### src/rtl/uart_pkg.sv
// Shared types and constants for the UART receiver. The parity state exists only
// when UART_RX_PARITY_EN is defined.
package uart_pkg;

   localparam int UART_DEFAULT_DIV = 2604;
   localparam int UART_MIN_DIV     = 4;

   typedef enum logic [2:0] {
      S_IDLE   = 3'd0,
      S_START  = 3'd1,
      S_DATA   = 3'd2,
`ifdef UART_RX_PARITY_EN
      S_PARITY = 3'd3,
`endif
      S_STOP   = 3'd4
   } rx_state_t;

endpackage

### src/rtl/uart_rx_fifo.sv
// Receive FIFO with first-word fall-through and a zero head when empty. If the FIFO
// is full, a push is accepted only when a pop happens in the same cycle.
module uart_rx_fifo #(
   parameter int WIDTH = 8,
   parameter int DEPTH = 4
) (
   input  logic             clk,
   input  logic             rst_n,
   input  logic             push,
   input  logic             pop,
   input  logic [WIDTH-1:0] wdata,
   output logic             full,
   output logic             empty,
   output logic [WIDTH-1:0] head
);

   localparam int AW = (DEPTH > 1) ? $clog2(DEPTH) : 1;
   localparam logic [AW:0] FULL_CNT = (AW+1)'(DEPTH);

   logic [WIDTH-1:0] r_mem [DEPTH];
   logic [AW-1:0]    r_wptr;
   logic [AW-1:0]    r_rptr;
   logic [AW:0]      r_count;
   logic             w_pop;
   logic             w_write;

   assign empty   = (r_count == '0);
   assign full    = (r_count == FULL_CNT);
   assign w_pop   = pop & ~empty;
   assign w_write = push & (~full | w_pop);
   assign head    = empty ? '0 : r_mem[r_rptr];

   always_ff @(posedge clk) begin
      if (w_write) r_mem[r_wptr] <= wdata;
   end

   // Pointers wrap naturally because DEPTH is a power of two.
   always_ff @(posedge clk or negedge rst_n) begin
      if (!rst_n) begin
         r_wptr  <= '0;
         r_rptr  <= '0;
         r_count <= '0;
      end else begin
         if (w_write) r_wptr <= r_wptr + AW'(1);
         if (w_pop)   r_rptr <= r_rptr + AW'(1);
         case ({w_write, w_pop})
            2'b10:   r_count <= r_count + (AW+1)'(1);
            2'b01:   r_count <= r_count - (AW+1)'(1);
            default: r_count <= r_count;
         endcase
      end
   end

endmodule

### src/rtl/uart_rx_cfg.sv
// UART receiver with a programmable divisor, a receive FIFO and sticky error flags.
// Define UART_RX_PARITY_EN to expect an even-parity bit after the data bits.
module uart_rx_cfg
   import uart_pkg::*;
#(
   parameter int DATA_BITS  = 8,
   parameter int BAUD_W     = 13,
   parameter int FIFO_DEPTH = 4
) (
   input  logic                 clk,
   input  logic                 rst_n,
   input  logic                 RX,
   input  logic [BAUD_W-1:0]    baud_div,
   input  logic                 rd_en,
   input  logic                 clr_err,
   output logic [DATA_BITS-1:0] rx_data,
   output logic                 rdy,
   output logic                 overrun,
   output logic                 frame_err,
   output logic                 parity_err
);

   rx_state_t            r_state, w_nextState;
   logic                 r_sync1, r_sync2, r_hist;
   logic [BAUD_W-1:0]    r_cnt, r_div, w_divEff;
   logic [3:0]           r_bitCnt;
   logic [DATA_BITS-1:0] r_shift;
   logic                 r_overrun, r_frameErr;
   logic                 w_rx, w_startEdge, w_tick;
   logic                 w_loadStart, w_reload, w_shiftEn;
   logic                 w_push, w_frameErrSet, w_overrunSet;
   logic                 w_full, w_empty;

   assign w_rx        = r_sync2;
   assign w_startEdge = r_hist & ~r_sync2;
   assign w_tick      = (r_cnt == '0);
   assign w_divEff    = (baud_div < BAUD_W'(UART_MIN_DIV)) ? BAUD_W'(UART_MIN_DIV) : baud_div;

   always_ff @(posedge clk or negedge rst_n) begin
      if (!rst_n) begin
         r_sync1 <= 1'b1;
         r_sync2 <= 1'b1;
         r_hist  <= 1'b1;
         r_state <= S_IDLE;
      end else begin
         r_sync1 <= RX;
         r_sync2 <= r_sync1;
         r_hist  <= r_sync2;
         r_state <= w_nextState;
      end
   end

`ifdef UART_RX_PARITY_EN
   logic r_parBad, r_parityErr, w_parityErrSet;
   assign parity_err = r_parityErr;
`else
   assign parity_err = 1'b0;
`endif

   always_comb begin
      w_nextState   = r_state;
      w_loadStart   = 1'b0;
      w_reload      = 1'b0;
      w_shiftEn     = 1'b0;
      w_push        = 1'b0;
      w_frameErrSet = 1'b0;
`ifdef UART_RX_PARITY_EN
      w_parityErrSet = 1'b0;
`endif
      case (r_state)
         S_IDLE: begin
            if (w_startEdge) begin
               w_nextState = S_START;
               w_loadStart = 1'b1;
            end
         end
         S_START: begin
            if (w_tick) begin
               if (w_rx) begin
                  w_nextState = S_IDLE;
               end else begin
                  w_nextState = S_DATA;
                  w_reload    = 1'b1;
               end
            end
         end
         S_DATA: begin
            if (w_tick) begin
               w_reload  = 1'b1;
               w_shiftEn = 1'b1;
               if (r_bitCnt == 4'(DATA_BITS-1)) begin
`ifdef UART_RX_PARITY_EN
                  w_nextState = S_PARITY;
`else
                  w_nextState = S_STOP;
`endif
               end
            end
         end
`ifdef UART_RX_PARITY_EN
         S_PARITY: begin
            if (w_tick) begin
               w_reload       = 1'b1;
               w_parityErrSet = (w_rx != ^r_shift);
               w_nextState    = S_STOP;
            end
         end
`endif
         S_STOP: begin
            if (w_tick) begin
               w_nextState = S_IDLE;
               if (!w_rx) begin
                  w_frameErrSet = 1'b1;
               end else begin
`ifdef UART_RX_PARITY_EN
                  w_push = ~r_parBad;
`else
                  w_push = 1'b1;
`endif
               end
            end
         end
         default: w_nextState = S_IDLE;
      endcase
   end

   // Divisor is captured at the start edge so a mid-frame change of baud_div is harmless.
   always_ff @(posedge clk or negedge rst_n) begin
      if (!rst_n) begin
         r_cnt    <= '0;
         r_div    <= '0;
         r_bitCnt <= '0;
         r_shift  <= '0;
      end else begin
         if (w_loadStart) begin
            r_cnt    <= w_divEff >> 1;
            r_div    <= w_divEff;
            r_bitCnt <= '0;
         end else if (w_reload) begin
            r_cnt <= r_div - BAUD_W'(1);
         end else if (r_state != S_IDLE && !w_tick) begin
            r_cnt <= r_cnt - BAUD_W'(1);
         end
         if (w_shiftEn) begin
            r_shift  <= {w_rx, r_shift[DATA_BITS-1:1]};
            r_bitCnt <= r_bitCnt + 4'd1;
         end
      end
   end

   assign w_overrunSet = w_push & w_full & ~rd_en;

   // A flag being set in the same cycle as clr_err stays set.
   always_ff @(posedge clk or negedge rst_n) begin
      if (!rst_n) begin
         r_overrun  <= 1'b0;
         r_frameErr <= 1'b0;
`ifdef UART_RX_PARITY_EN
         r_parBad    <= 1'b0;
         r_parityErr <= 1'b0;
`endif
      end else begin
         if (w_overrunSet)       r_overrun <= 1'b1;
         else if (clr_err)       r_overrun <= 1'b0;
         if (w_frameErrSet)      r_frameErr <= 1'b1;
         else if (clr_err)       r_frameErr <= 1'b0;
`ifdef UART_RX_PARITY_EN
         if (w_loadStart)        r_parBad <= 1'b0;
         else if (w_parityErrSet) r_parBad <= 1'b1;
         if (w_parityErrSet)     r_parityErr <= 1'b1;
         else if (clr_err)       r_parityErr <= 1'b0;
`endif
      end
   end

   uart_rx_fifo #(
      .WIDTH (DATA_BITS),
      .DEPTH (FIFO_DEPTH)
   ) u_fifo (
      .clk   (clk),
      .rst_n (rst_n),
      .push  (w_push),
      .pop   (rd_en),
      .wdata (r_shift),
      .full  (w_full),
      .empty (w_empty),
      .head  (rx_data)
   );

   assign rdy       = ~w_empty;
   assign overrun   = r_overrun;
   assign frame_err = r_frameErr;

endmodule
### config.mk
export PLATFORM = sky130hd
export DESIGN_NAME = uart_rx_cfg
export DESIGN_NICKNAME = d
export VERILOG_FILES = /design/src/rtl/uart_pkg.sv /design/src/rtl/uart_rx_fifo.sv /design/src/rtl/uart_rx_cfg.sv
export SDC_FILE = /design/constraint.sdc
export NUM_CORES = 1
export LEC_CHECK = 0
export ABC_AREA = 0
export CAP_MARGIN = 20
export CELL_PAD_IN_SITES_DETAIL_PLACEMENT = 0
export CELL_PAD_IN_SITES_GLOBAL_PLACEMENT = 1
export CORE_UTILIZATION = 43
export DETAILED_ROUTE_END_ITERATION = 16
export HOLD_SLACK_MARGIN = 0.1
export PLACE_DENSITY_LB_ADDON = 0.3
export SYNTH_ARGS = -nofsm -noshare
export SYNTH_HDL_FRONTEND = slang
export SYNTH_SLANG_ARGS = --single-unit
### constraint.sdc
create_clock -name clk -period 4.5 [get_ports clk]
set_input_delay 0.9 -clock clk [delete_from_list [all_inputs] [get_ports clk]]
set_output_delay 0.9 -clock clk [all_outputs]
set_load 0.005 [all_outputs]
Yosys cells after proc, flatten, opt, wreduce, memory -nomap -nowiden. Memories as Yosys holds them, arrays and structs flattened. Index checks and enable logic that the tools add are counted.

Bits in registers: 53. Output and inout bits: 12. Memories: 1. Memory bits (writable): 32.

Reductions and logical operators: 12. $add $sub $neg: 7. Bitwise gates (word level): 10. Equality and inequality tests: 12. Multiplexer cells: 31. Magnitude comparators: 1.

Memory list: u_fifo.r_mem (depth 4, width 8, read ports 1, clocked after memory_dff 0, write ports 1, line uart_rx_fifo.sv:20) `logic [WIDTH-1:0] r_mem [DEPTH];`.

Operators with widths (number): 2-to-1 mux 13 bit (4); subtractor 13 x 1 -> 13 bit, second input constant (2); 2-to-1 mux 1 bit (15); 2-to-1 mux 3 bit (5); logical NOT 13 bit (1); less-than comparator 13 x 3 -> 1 bit, second input constant (1); case mux 3 bit (4 select lines) (1); != test 2 bit, second input constant (5); 2-to-1 mux 4 bit (2); 2-to-1 mux 8 bit (1); nonzero test 2 bit (4); equality test 3 bit, second input constant (2); logical NOT 3 bit (2); case mux 3 bit (2 select lines) (1); nonzero test 3 bit (2); AND 1 bit (5); AND reduction 5 bit (1); adder 2 x 1 -> 2 bit, second input constant (2); adder 4 x 1 -> 4 bit, second input constant (1); equality test 4 x 3 -> 1 bit, second input constant (1); inverter 1 bit (4); adder 3 x 1 -> 3 bit, second input constant (1); equality test 3 x 1 -> 1 bit, second input constant (1); equality test 3 x 2 -> 1 bit, second input constant (1); 8 further kinds (8).

Longest topological paths before layout.
Depth in word-level cells: 7. Mapped depth: 13.

Modules after synthesis. Synthesis repeated with hierarchy kept, for this count alone.

Cell total of the unflattened synthesis: 372. Area total of the unflattened synthesis: 4211.5 um2.

Modules (own cells, without submodules): uart_rx_cfg (area each 2478.6 um2, instances 1, sequential area each 1154.9 um2, cells each 268); uart_rx_fifo (area each 1732.9 um2, instances 1, sequential area each 1136.1 um2, cells each 104).

Worst setup path after synthesis. Ideal clock, no wire load.

Path kind: input to register. From: input port rd_en. To: register u_fifo.r_count[2]. Path slack: 1.736 ns. Path buffers: 0. Arrival: 2.685 ns. Cell stages on the path: 10. Library setup time: 0.079 ns. Path through: or4b_2 nand2_1 nor2_2 inv_1 ha_1 inv_1 fa_1 xor2_1 nor2_1 xor2_1.

Cells in the longest elaborated chain, start to end: 5. Elaborated cells on any way between the ends: 7.

Ends and longest elaborated chain: from (decl) (line uart_rx_cfg.sv:14) `input logic rd_en,`; AND 1 bit * (line uart_rx_fifo.sv:29) `assign w_pop = pop & ~empty;`; bitwise OR 1 bit (line uart_rx_fifo.sv:30) `assign w_write = push & (~full | w_pop);`; AND 1 bit (line uart_rx_fifo.sv:30); equality test 2 x 1 -> 1 bit or equality test 2 bit (tied branches) (line uart_rx_fifo.sv:46) `case ({w_write, w_pop})`; case mux 3 bit (2 select lines) or nonzero test 2 bit (tied branches); to (signal assigned) (line uart_rx_fifo.sv:47) `2'b10: r_count <= r_count + (AW+1)'(1);`; to (signal assigned) (line uart_rx_fifo.sv:48) `2'b01: r_count <= r_count - (AW+1)'(1);`; to (signal assigned) (line uart_rx_fifo.sv:49) `default: r_count <= r_count;`; to (decl) (line uart_rx_fifo.sv:23) `logic [AW:0] r_count;`.

Every way passes the cells marked *; elsewhere a longest branch is shown, timed or not. A chain may end at the register's enable or synchronous reset.

Worst setup path after layout.
From: register u_fifo.r_rptr[0]. To: output port rx_data[6].

Cells in the longest elaborated chain, start to end: 2.

Ends and longest elaborated chain: from (decl) (line uart_rx_fifo.sv:22) `logic [AW-1:0] r_rptr;`; from (signal assigned) (line uart_rx_fifo.sv:45) `if (w_pop) r_rptr <= r_rptr + AW'(1);`; memory read (4 x 8 bit); 2-to-1 mux 8 bit (line uart_rx_fifo.sv:31) `assign head = empty ? '0 : r_mem[r_rptr];`; to (decl) (line uart_rx_cfg.sv:16) `output logic [DATA_BITS-1:0] rx_data,`.

Every way passes these cells.

==> summary.md <==
Run status
• outcome: finished clean

Critical path
• CP max FO: 10
• crit path cell chain: mux4_2 -> and2_1 -> clkdlybuf4s50_1
• dominant delay contributor by cell family on the critical path: flip-flops
• arrival time at the worst endpoint: 2290 ps
• kind of capture point of the worst setup path: output port
• critical path class: flop to output port
• critical path's largest stage delay: 730 ps
• Critical path buffers and inverters: 1
• type of origin of the critical path: flop
• required time of the critical path: 3600 ps
• Crit-path slowest cell: sky130_fd_sc_hd__dfrtp_1

Pwr
• power per standard cell area: 502 nW/µm²
• part of the total power dissipated in combinational logic: 28.9%
• share of total power in sequential cells: 48.2%
• switching power share of the total: 37.5%
• Internal Dissipation: 1.50 mW
• leakage power of the design: 1.93 nW
• portion of total power attributed to the clock network: 22.9%
• Max IR drop VDD: 239 µV
• P_sw: 904 µW

Clock tree
• CTS H-tree depth: 3
• Clk Latency, worst-skew pair: 360 ps
• library cell used as clock root buffer: sky130_fd_sc_hd__clkbuf_8
• sink count of the clock tree: 85
• number of buffers inserted during clock tree synthesis: 9
• # Post-CTS Setup Buffers: 0
• quantity of gates resized following cts: 0
• buffer depth of the longest clock path: 2
• clock slew at the register clock pins of the worst setup and hold paths: 100 ps
• count of hold buffers inserted by post-cts repair: 0
• TritonCTS clock tree: built

Final layout
• number of standard cells in the layout, taps in and fillers out: 523
• Fillers: 861
• multi-input combinational cell area: 1790 µm²
• Area growth, synth to finish: 13.2%
• nets: 415
• Antenna Diode Count: 0
• share of final-layout standard cells stronger than drive strength 1: 15.2%
• sequential cell area: 2290 µm²
• post-route design area: 4800 µm²
• core occupancy in the finished layout: 51.0%

Global route
• global-route congestion overflow total: 0
• via count of the first global-routing pass: 2825
• maximum number of pins on one net before global-route repair: 54
• number of antenna violations at the first check in global routing: 0
• first-pass GRT wire length: 14500 µm
• GRT Resource Usage Total: 18.6%

Die
• row count: 35
• initial standard-cell utilization of the core: 45.0%
• area of the die: 10300 µm²
• die width: 101 µm
• Die Span Y: 101 µm
• io pins: 30
• total core area: 9420 µm²

Logic synthesis
• post-synthesis average cell area: 11.7 µm²
• ranking of synthesized cells by area: sky130_fd_sc_hd__dfrtp_1 (30%), sky130_fd_sc_hd__edfxtp_1 (23%), sky130_fd_sc_hd__nand2_1 (4.3%), sky130_fd_sc_hd__mux4_2 (4.3%), sky130_fd_sc_hd__ha_1 (2.1%)
• most used flip-flop cell after synthesis: sky130_fd_sc_hd__dfrtp_1
• sequential share of the synthesized area: 54.0%
• flops & latches, synth: 85
• top cell type by total area after synthesis: sky130_fd_sc_hd__dfrtp_1
• EDFF count, synth: 32
• Mapped Area: 4240 µm²
• cell count after synthesis: 363
• net count after synthesis: 389
• count leader, synth: sky130_fd_sc_hd__dfrtp_1
• Async S/R FF share, synth: 62.4%
• YS warnings: 0
• commonest cells in the synthesized netlist: sky130_fd_sc_hd__dfrtp_1 (50), sky130_fd_sc_hd__nand2_1 (49), sky130_fd_sc_hd__edfxtp_1 (32)
• Netlist cell types: 79
• Yosys top cell area share: 29.5%

Routing
• total via count after detailed routing: 2853
• iteration count of the initial detailed-routing pass: 5
• initial drt markers: 119
• post-detailed-route count of antenna-violating nets: 0
• wirelength, routed: 8720 µm
• average wire per cell in the routed design: 16.7 µm
• detailed-route DRC error count: 0
• detail-routed via count per cell: 5.46

Place
• RD Place Congestion: 0.795
• placement-stage cell area: 4590 µm²
• I/O Buffers: 28
• count of placed standard cells including taps: 507
• sum of net half-perimeters after detailed placement: 6030 µm

Timing
• final hold slack: 366 ps
• Worst-Margin Slew: 906 ps
• maximum clock skew at final layout: 11.2 ps
• unrepaired setup endpoints after global routing: no
• Setup violations, final: 0
• Max-Slew Margin vs Limit: 39.4%
• Setup TNS: 0 ps
• final period demand of the worst path: 3190 ps
• max-slew violation total from the final report: 0
• final-report hold violation count: 0
• fraction of the cycle the final worst path needs: 70.9%
• maximum achievable frequency: 313 MHz

Run
• number of maximum-capacitance constraint violations: 0

Min path
• worst hold path type: flop to flop

kinds of logic (layout without fill, tap and decap cells):
logic type,count (synthesis),count (layout),synth area share (%)
buffers and inverters,30,61,3.81
AOI/OAI and AO/OA,69,69,11.6
other,1,1,0.0885
adders and majority gates,8,8,2.54
xor gates and xnor gates,7,7,1.45
muxes,21,21,7.94
and+or+nand+nor,142,142,18.5
DFF,85,85,54.0
worst reg2reg max path: cells and delay by family (launching register included):
kind                     cells  cell delay (ps)
adder cells (fa/ha/maj)      2              410
flip-flops                   1              480
XOR/XNOR                     2              300
AND/OR/NAND/NOR              5             1710
buffers and inverters        2              150
cells in the final DEF, fill, tap and decap left out, types with 4 or more instances in the layout:
cell type and count:
sky130_fd_sc_hd__clkbuf_8 9, sky130_fd_sc_hd__o211ai_1 4, sky130_fd_sc_hd__nor3_1 6, sky130_fd_sc_hd__nand3_1 11, sky130_fd_sc_hd__inv_1 14, sky130_fd_sc_hd__o21ai_0 14
sky130_fd_sc_hd__ha_1 7, sky130_fd_sc_hd__dfrtp_1 50, sky130_fd_sc_hd__edfxtp_1 32, sky130_fd_sc_hd__mux2_2 6, sky130_fd_sc_hd__a21oi_1 15, sky130_fd_sc_hd__nand2_1 49
sky130_fd_sc_hd__mux4_2 8, sky130_fd_sc_hd__or3_1 5, sky130_fd_sc_hd__xnor2_1 4, sky130_fd_sc_hd__nor2_1 23, sky130_fd_sc_hd__clkdlybuf4s50_1 27, sky130_fd_sc_hd__and2_1 13
area by class of cell:
cell class | instances | area share (%)
Clock buffer | 9 | 2.58
Clock inverter | 7 | 1.80
Inverter | 14 | 1.09
Multi-Input combinational cell | 248 | 37.2
Sequential cell | 85 | 47.7
Tap cell | 129 | 3.36
Timing Repair Buffer | 31 | 6.20
power groups by stage:
stage	Combinational (mW)	Sequential (mW)	Clock, mW
after floorplan	0.569	1.09	0
after global routing	0.775	1.19	0.601
after detailed placement	0.696	1.18	0
final	0.696	1.16	0.551
after CTS	0.699	1.16	0.565
after global placement	0.679	1.17	0
worst paths after layout:
| kind | from | to | slack, ps | cells after the start |
|---|---|---|---|---|
| worst max-delay path | u_fifo.r_rptr[0] | rx_data[6] | 1310 | 3 |
| worst min-delay path | r_sync1 | r_sync2 | 370 | 0 |
| worst max register to register | r_cnt[5] | u_fifo.r_count[2] | 1360 | 11 |
| worst min register to register | r_sync1 | r_sync2 | 370 | 0 |
| max in group asynchronous | rst_n | r_shift[3] | 3390 | 2 |
| min in group asynchronous | rst_n | r_div[0] | 650 | 2 |
per-stage QoR:
stage               worst slack (ps)  total power [mW]
global route                    1060              2.56
CTS                             1260              2.42
finish                          1310              2.41
global placement                1230              1.85
floorplan                       1740              1.65
detailed placement              1170              1.87
layer usage:
metal	GRT usage (%)	vias to the layer above	part of all wire, %
met2	29.3	43	48
li1	-	1379	-
met3	3.59	5	2.6
met4	5.13	0	0.64
met5	0	-	0
met1	26.5	1426	49
registers in the layout, summed over array words and instances (netlist names), 2 cells and up:
name / cells
u_fifo.r_mem: 32
u_fifo.r_rptr: 2
r_shift: 8
r_cnt: 13
r_state: 3
u_fifo.r_count: 3
r_div: 13
u_fifo.r_wptr: 2
r_bitCnt: 4
Note: power is estimated with default switching activity, not from simulation.
